--- src/rtl/uart_alu_ctrl.sv ---
// uart_alu_ctrl: gathers A, B and opcode bytes from the UART receiver,
// feeds them to the ALU, then sends the ALU result through the transmitter.
//
// Ports:
//   i_clk, i_reset     rising-edge clock, synchronous active-high reset
//   i_tick             baud tick, only used by the inter-byte timeout
//   i_rx_done/i_rx_data  received byte strobe and data
//   i_tx_done          transmitter finished strobe
//   i_alu_result       combinational ALU result of o_alu_a/o_alu_b/o_alu_op
//   o_alu_a/b/op       registered ALU operands and opcode
//   o_tx_data/o_tx_start  byte to send and one-cycle launch pulse
//   o_busy             high while a result is being sent
//   o_timeout          one-cycle pulse when a partial command is dropped
//
// Optional feature: define UART_CTRL_TIMEOUT_EN to build the inter-byte
// timeout. Without it o_timeout is tied low and i_tick is ignored.

module uart_alu_ctrl #(
  parameter int NB_DATA       = 8,
  parameter int NB_OP         = 6,
  parameter int NB_TIMEOUT    = 12,
  parameter int TIMEOUT_TICKS = 4000
) (
  input  logic               i_clk,
  input  logic               i_reset,
  input  logic               i_tick,
  input  logic               i_rx_done,
  input  logic [NB_DATA-1:0] i_rx_data,
  input  logic               i_tx_done,
  input  logic [NB_DATA-1:0] i_alu_result,
  output logic [NB_DATA-1:0] o_alu_a,
  output logic [NB_DATA-1:0] o_alu_b,
  output logic [NB_OP-1:0]   o_alu_op,
  output logic [NB_DATA-1:0] o_tx_data,
  output logic               o_tx_start,
  output logic               o_busy,
  output logic               o_timeout
);

  typedef enum logic [2:0] {
    WAIT_A,
    WAIT_B,
    WAIT_OP,
    SEND,
    WAIT_TX
  } state_t;

  state_t state;
  logic   expire;

  assign o_busy = (state == SEND) || (state == WAIT_TX);

`ifdef UART_CTRL_TIMEOUT_EN
  logic [NB_TIMEOUT-1:0] cnt;
  logic                  in_window;

  assign in_window = (state == WAIT_B) || (state == WAIT_OP);

  // A byte arriving on the expiry tick takes priority over the abort.
  assign expire = in_window && i_tick && !i_rx_done &&
                  (cnt == NB_TIMEOUT'(TIMEOUT_TICKS - 1));

  // Every state change out of WAIT_B/WAIT_OP is caused by either a
  // received byte or an expiry, so clearing on those covers it.
  always_ff @(posedge i_clk) begin
    if (i_reset) begin
      cnt <= '0;
    end else if (!in_window || i_rx_done || expire) begin
      cnt <= '0;
    end else if (i_tick) begin
      cnt <= cnt + NB_TIMEOUT'(1);
    end
  end
`else
  logic [NB_TIMEOUT:0] cfg_unused;

  assign expire     = 1'b0;
  assign cfg_unused = {i_tick, NB_TIMEOUT'(TIMEOUT_TICKS - 1)};
`endif

  always_ff @(posedge i_clk) begin
    if (i_reset) begin
      state      <= WAIT_A;
      o_alu_a    <= '0;
      o_alu_b    <= '0;
      o_alu_op   <= '0;
      o_tx_data  <= '0;
      o_tx_start <= 1'b0;
      o_timeout  <= 1'b0;
    end else begin
      o_tx_start <= 1'b0;
      o_timeout  <= 1'b0;
      if (expire) begin
        state     <= WAIT_A;
        o_timeout <= 1'b1;
      end else begin
        case (state)
          WAIT_A: begin
            if (i_rx_done) begin
              o_alu_a <= i_rx_data;
              state   <= WAIT_B;
            end
          end
          WAIT_B: begin
            if (i_rx_done) begin
              o_alu_b <= i_rx_data;
              state   <= WAIT_OP;
            end
          end
          WAIT_OP: begin
            if (i_rx_done) begin
              o_alu_op <= i_rx_data[NB_OP-1:0];
              state    <= SEND;
            end
          end
          SEND: begin
            // Operands settled last cycle, so the ALU result is valid now.
            o_tx_data  <= i_alu_result;
            o_tx_start <= 1'b1;
            state      <= WAIT_TX;
          end
          WAIT_TX: begin
            if (i_tx_done) begin
              state <= WAIT_A;
            end
          end
          default: state <= WAIT_A;
        endcase
      end
    end
  end

endmodule

--- config.mk ---
export PLATFORM = sky130hd
export DESIGN_NAME = uart_alu_ctrl
export DESIGN_NICKNAME = d
export VERILOG_FILES = /design/src/rtl/uart_alu_ctrl.sv
export SDC_FILE = /design/constraint.sdc
export NUM_CORES = 1
export LEC_CHECK = 0
export CORE_MARGIN = 5
export CORE_UTILIZATION = 30
export CTS_CLUSTER_DIAMETER = 100
export CTS_CLUSTER_SIZE = 25
export DETAILED_ROUTE_END_ITERATION = 16
export SETUP_SLACK_MARGIN = 0.4
export SKIP_CTS_REPAIR_TIMING = 1
export SLEW_MARGIN = 10
export SYNTH_ARGS = -nofsm -noshare
export SYNTH_HDL_FRONTEND = slang
export SYNTH_SLANG_ARGS = --single-unit
--- constraint.sdc ---
create_clock -name i_clk -period 1 [get_ports i_clk]
set_input_delay 0.2 -clock i_clk [delete_from_list [all_inputs] [get_ports i_clk]]
set_output_delay 0.2 -clock i_clk [all_outputs]
set_load 0.005 [all_outputs]
## After elaboration in Yosys (flattened, before gate mapping)

Cells that the tools add are included.

- Register bits after elaboration: 34
- Input port bits: 21
- Output and inout port bits: 33
- Logic and storage cells: 26

- Equal/unequal tests: 8
- Muxes and demuxes: 6
- Reductions and logical operators: 6

Operator list:

| cell | count |
|---|---|
| $pmux 3 s5 | 1 |
| $mux 3 | 4 |
| $ne 2x2->1 const B | 4 |
| $eq 3x2->1 const B | 2 |
| $reduce_and 2->1 | 3 |
| $reduce_and 4->1 | 1 |
| $eq 3x1->1 const B | 1 |
| $eq 3x3->1 const B | 1 |
| $logic_not 3->1 | 1 |
| $logic_or 1x1->1 | 1 |
| $mux 1 | 1 |

## Depth between registers and ports, before layout

- Depth after elaboration: 3
- Depth in mapped cells: 4
- Mapped depth without buffers: 2

## Worst setup path before layout

Ideal clock, no wire load.

- Path type: reg2reg
- From: register state[0]
- To: register state[2]
- Library setup time: 70 ps
- Data arrival time: 1,044 ps
- Required time: 930 ps
- Slack: -114 ps
- Cell stages (with the launch flop): 4
- Buffers on the path: 1
- Clock period less this slack: 1,114 ps
- Cell sequence: dfxtp_1 > buf_6 > or4b_1 > a21oi_1

- Longest elaborated chain between the ends: 3
- Elaborated cells on any way between the ends: 11
- Classes of those cells: eq/ne: 8; mux: 1; reduce/logical: 2

Ends and longest elaborated chain:

| element | RTL line | source |
|---|---|---|
| from (decl) | 48 | `state_t state;` |
| from (signal assigned) | 83 | `state <= WAIT_A;` |
| from (signal assigned) | 94 | `state <= WAIT_A;` |
| from (signal assigned) | 101 | `state <= WAIT_B;` |
| $eq 3x3->1, or another cell as far along | 97 | `case (state)` |
| $ne 2x2->1 (no source line) | -- |  |
| $reduce_and 4->1 (no source line) | -- |  |

Several ways; a longest one is shown, not always the timed one.
A chain may end at the register's enable or synchronous reset.

## Final worst setup path

- From: register state[0]
- To: register o_alu_a[2]

- Longest elaborated chain between the ends: 2

Ends and longest elaborated chain:

| element | RTL line | source |
|---|---|---|
| $logic_not 3->1 | 97 |  |
| $reduce_and 2->1 (no source line) | -- |  |
| to (signal assigned) | 100 | `o_alu_a <= i_rx_data;` |
| to (decl) | 31 | `output logic [NB_DATA-1:0] o_alu_a,` |

No other way between the ends.

==> results_dict.tcl <==
set metrics [dict create \
    synth_compound_area_share_pct 1.71 \
    r2r-end "o_alu_a[2]" \
    ant_nets 0 \
    synthFlopType "dfxtp_1" \
    muxShareOfSynthArea_pct 20.6 \
    layout-area-overhead-vs-synth_pct 62.0 \
    grt_usage_pct 11.4 \
    critical_path.most_common_cell "buf_6" \
    die_y_um 79.8 \
    insertion_delay_ns 0.28 \
    synth_cells 138 \
    syn_nets 159 \
    final_nets 240 \
    vias 1221 \
    power.switching_uw 692 \
    yosysWarnings 0 \
    port_buffers 51 \
    async_flop_share_pct 0 \
    worst_hold_path_type "primary input to flip-flop" \
    synth_top_cell_by_area "dfxtp_1" \
    slowest_stage "dfxtp_2" \
    worst_clock_skew_ns 0.00229 \
    synth.top_cell.area_share_pct 46.6 \
    crit_end "o_alu_a[2]" \
    run_status "finished with violations" \
    fp.coreArea_um2 4720 \
    synthXorXnorAreaFrac_pct 0 \
    cts.sink_count 34 \
    ir_drop_mv 0.661 \
    cts_inserted_buffers 5 \
    swShare_pct 23.6 \
    seq_power_share_pct 49.2 \
    die_x_um 79.8 \
    wl_per_cell_um 12.6 \
    ff2ff_setup_slack_ns -0.21 \
    cts-htree-levels 2 \
    yosysMostFrequentCell "nand2b_1" \
    cpPeakStageDelay_ns 0.34 \
    crit_fanout 8 \
    period_minus_slack_ns 1.21 \
    syn_avg_cell_area_um2 10.6 \
    ctsLongestPathBuffers 2 \
    syn_area_um2 1460 \
    synth_top_family_by_area "simple AND/OR/NAND/NOR gates" \
    place_hpwl_mm 2.50 \
    pwr-share-clk_pct 35.8 \
    clkSlewWorstSetupHoldPaths_ns 0.07 \
    drt_first_pass_iters 4 \
    synth-seq-area-share_pct 46.6 \
    ys_types 18 \
    path_cells "buf_6, nor4b_4, buf_6, mux2i_1" \
    grt_pass1_wl_mm 5.58 \
    die_area_um2 6360 \
    ios 54 \
    place_ws_ns -0.498 \
    maxCapViolCount 0 \
    synth_fa_ha_area_share_pct 0 \
    synth-simple-area-share_pct 26.7 \
    hold_violations 0 \
    fin_util_pct 50.1 \
    synthTopCellsByArea "dfxtp_1 47%, nand2b_1 21%, mux2i_1 21%" \
    drc 0 \
    violations "negative setup slack" \
    grt_pass1_vias 1214 \
    cp-startpoint "state[0]" \
    min_period_over_period_pct 121 \
    routed_wl_mm 3.61 \
    rows 25 \
    insertedDiodeCount 0 \
    ys_ff_latch 34 \
    p_leak_uw 0.00109 \
    worst_r2r_path_depth 4 \
    power_density_nw_per_um2 1240 \
    r2r-start "state[0]" \
    power.total_uw 2940 \
    tritoncts "built" \
    drive_above_1_share_pct 50.0 \
    drt_iter0_drc 40 \
    place_congestion 0.688 \
    grt_overflow 0 \
    synthTopCellsByCount "49 x nand2b_1, 34 x dfxtp_1, 30 x mux2i_1" \
    p_int_uw 2250 \
    cp-start-kind "flip-flop" \
    synth-edff-count 0 \
    setup_violations 33 \
    antenna_found_initial 0 \
    rsz0062_at_grt "yes" \
    crit_arrival_ns 1.42 \
    grt_max_degree 48 \
    timing.fmax_ghz 0.829 \
    viasPerCell 4.25 \
    start_util_pct 30.9 \
    postLayoutSetupSlackWorst_ns -0.206 \
    cts-root-buf "clkbuf_8" \
    cp_data_required_time_ns 1.21 \
    pwr-share-comb_pct 14.9 \
    worst-setup-path-type "flip-flop to flip-flop" \
    cp-end-kind "flip-flop" \
    slew_violations 0 \
]
==> worst max-delay path, delay by kind of cell, from the launching register on <==
family / cells / cell delay, ns
buf+inv: 2 / 0.32
simple gates: 1 / 0.28
flops: 1 / 0.34
mux: 1 / 0.19
==> sequential cells by signal (all words and copies together), names as in the netlist <==
| name | count |
|---|---|
| state | 3 |
| o_tx_start | 1 |
| o_alu_b | 8 |
| o_alu_op | 6 |
| o_tx_data | 8 |
| o_alu_a | 8 |
==> how the worst min path moves through the flow <==
stage | start | endpoint | depth (start not counted)
after floorplan | i_alu_result[1] | o_tx_data[1] | 2
after global placement | o_tx_data[6] | o_tx_data[6] | 2
after detailed placement | o_alu_a[3] | o_alu_a[3] | 2
after CTS | i_alu_result[0] | o_tx_data[0] | 3
after global routing | i_reset | state[0] | 4
final | i_reset | state[2] | 4
==> power groups by stage <==
stage | clock network, uW | logic, uW | registers, uW
after detailed placement | 0 | 425 | 1470
final | 1050 | 439 | 1450
after CTS | 1110 | 427 | 1440
after floorplan | 0 | 184 | 1470
after global placement | 0 | 415 | 1460
after global routing | 1150 | 475 | 1450
==> per-stage QoR <==
| step | hold slack, ns | std cells | instance area (um2) | setup TNS (ns) |
|---|---|---|---|---|
| after detailed placement | 0.467 | 269 | 2200 | -12.66 |
| after global placement | 0.459 | 269 | 2200 | -11.45 |
| after floorplan | 0.355 | 138 | 1480 | -0.486 |
| final | 0.460 | 287 | 2360 | -3.87 |
| after CTS | 0.474 | 277 | 2300 | -16.62 |
| after global routing | 0.480 | 287 | 2360 | -6.13 |
==> area by class of cell <==
class                           instances  area [um2]
Timing Repair Buffer                   85         722
Fill cell                             459        2360
Multi-Input combinational cell         93         746
Sequential cell                        34         718
Tap cell                               67        83.8
Clock inverter                          2        12.5
Clock buffer                            6        82.6
==> cells in the final DEF (no fill, tap or decap), drive strengths merged <==
| cell type | n |
|---|---|
| clkinvlp | 1 |
| or3b | 1 |
| or4b | 1 |
| nor4b | 1 |
| conb | 1 |
| nand4bb | 2 |
| nand3b | 2 |
| mux2i | 30 |
| a211oi | 2 |
| dlymetal6s2s | 1 |
| o21ai | 1 |
| clkinv | 1 |
| clkdlybuf4s50 | 18 |
| and3b | 1 |
| dfxtp | 34 |
| nand2b | 49 |
| nor2 | 1 |
| buf | 46 |
| clkbuf | 26 |
| a21oi | 1 |
==> kinds of logic (layout without fill, tap and decap cells) <==
logic type | Yosys count | after routing
and+or+nand+nor | 58 | 58
DFF | 34 | 34
muxes | 30 | 30
buffers and inverters | 11 | 93
AOI/OAI and AO/OA | 4 | 4
other | 1 | 1
==> metal layers <==
metal,vias up,wire (um),global-route usage (%)
met1,560,1570,12.9
met3,7,207,3.61
li1,620,-,-
met5,-,0,0
met4,0,78,6.08
met2,34,1750,18.9
Power figures use the tool's default switching activity.
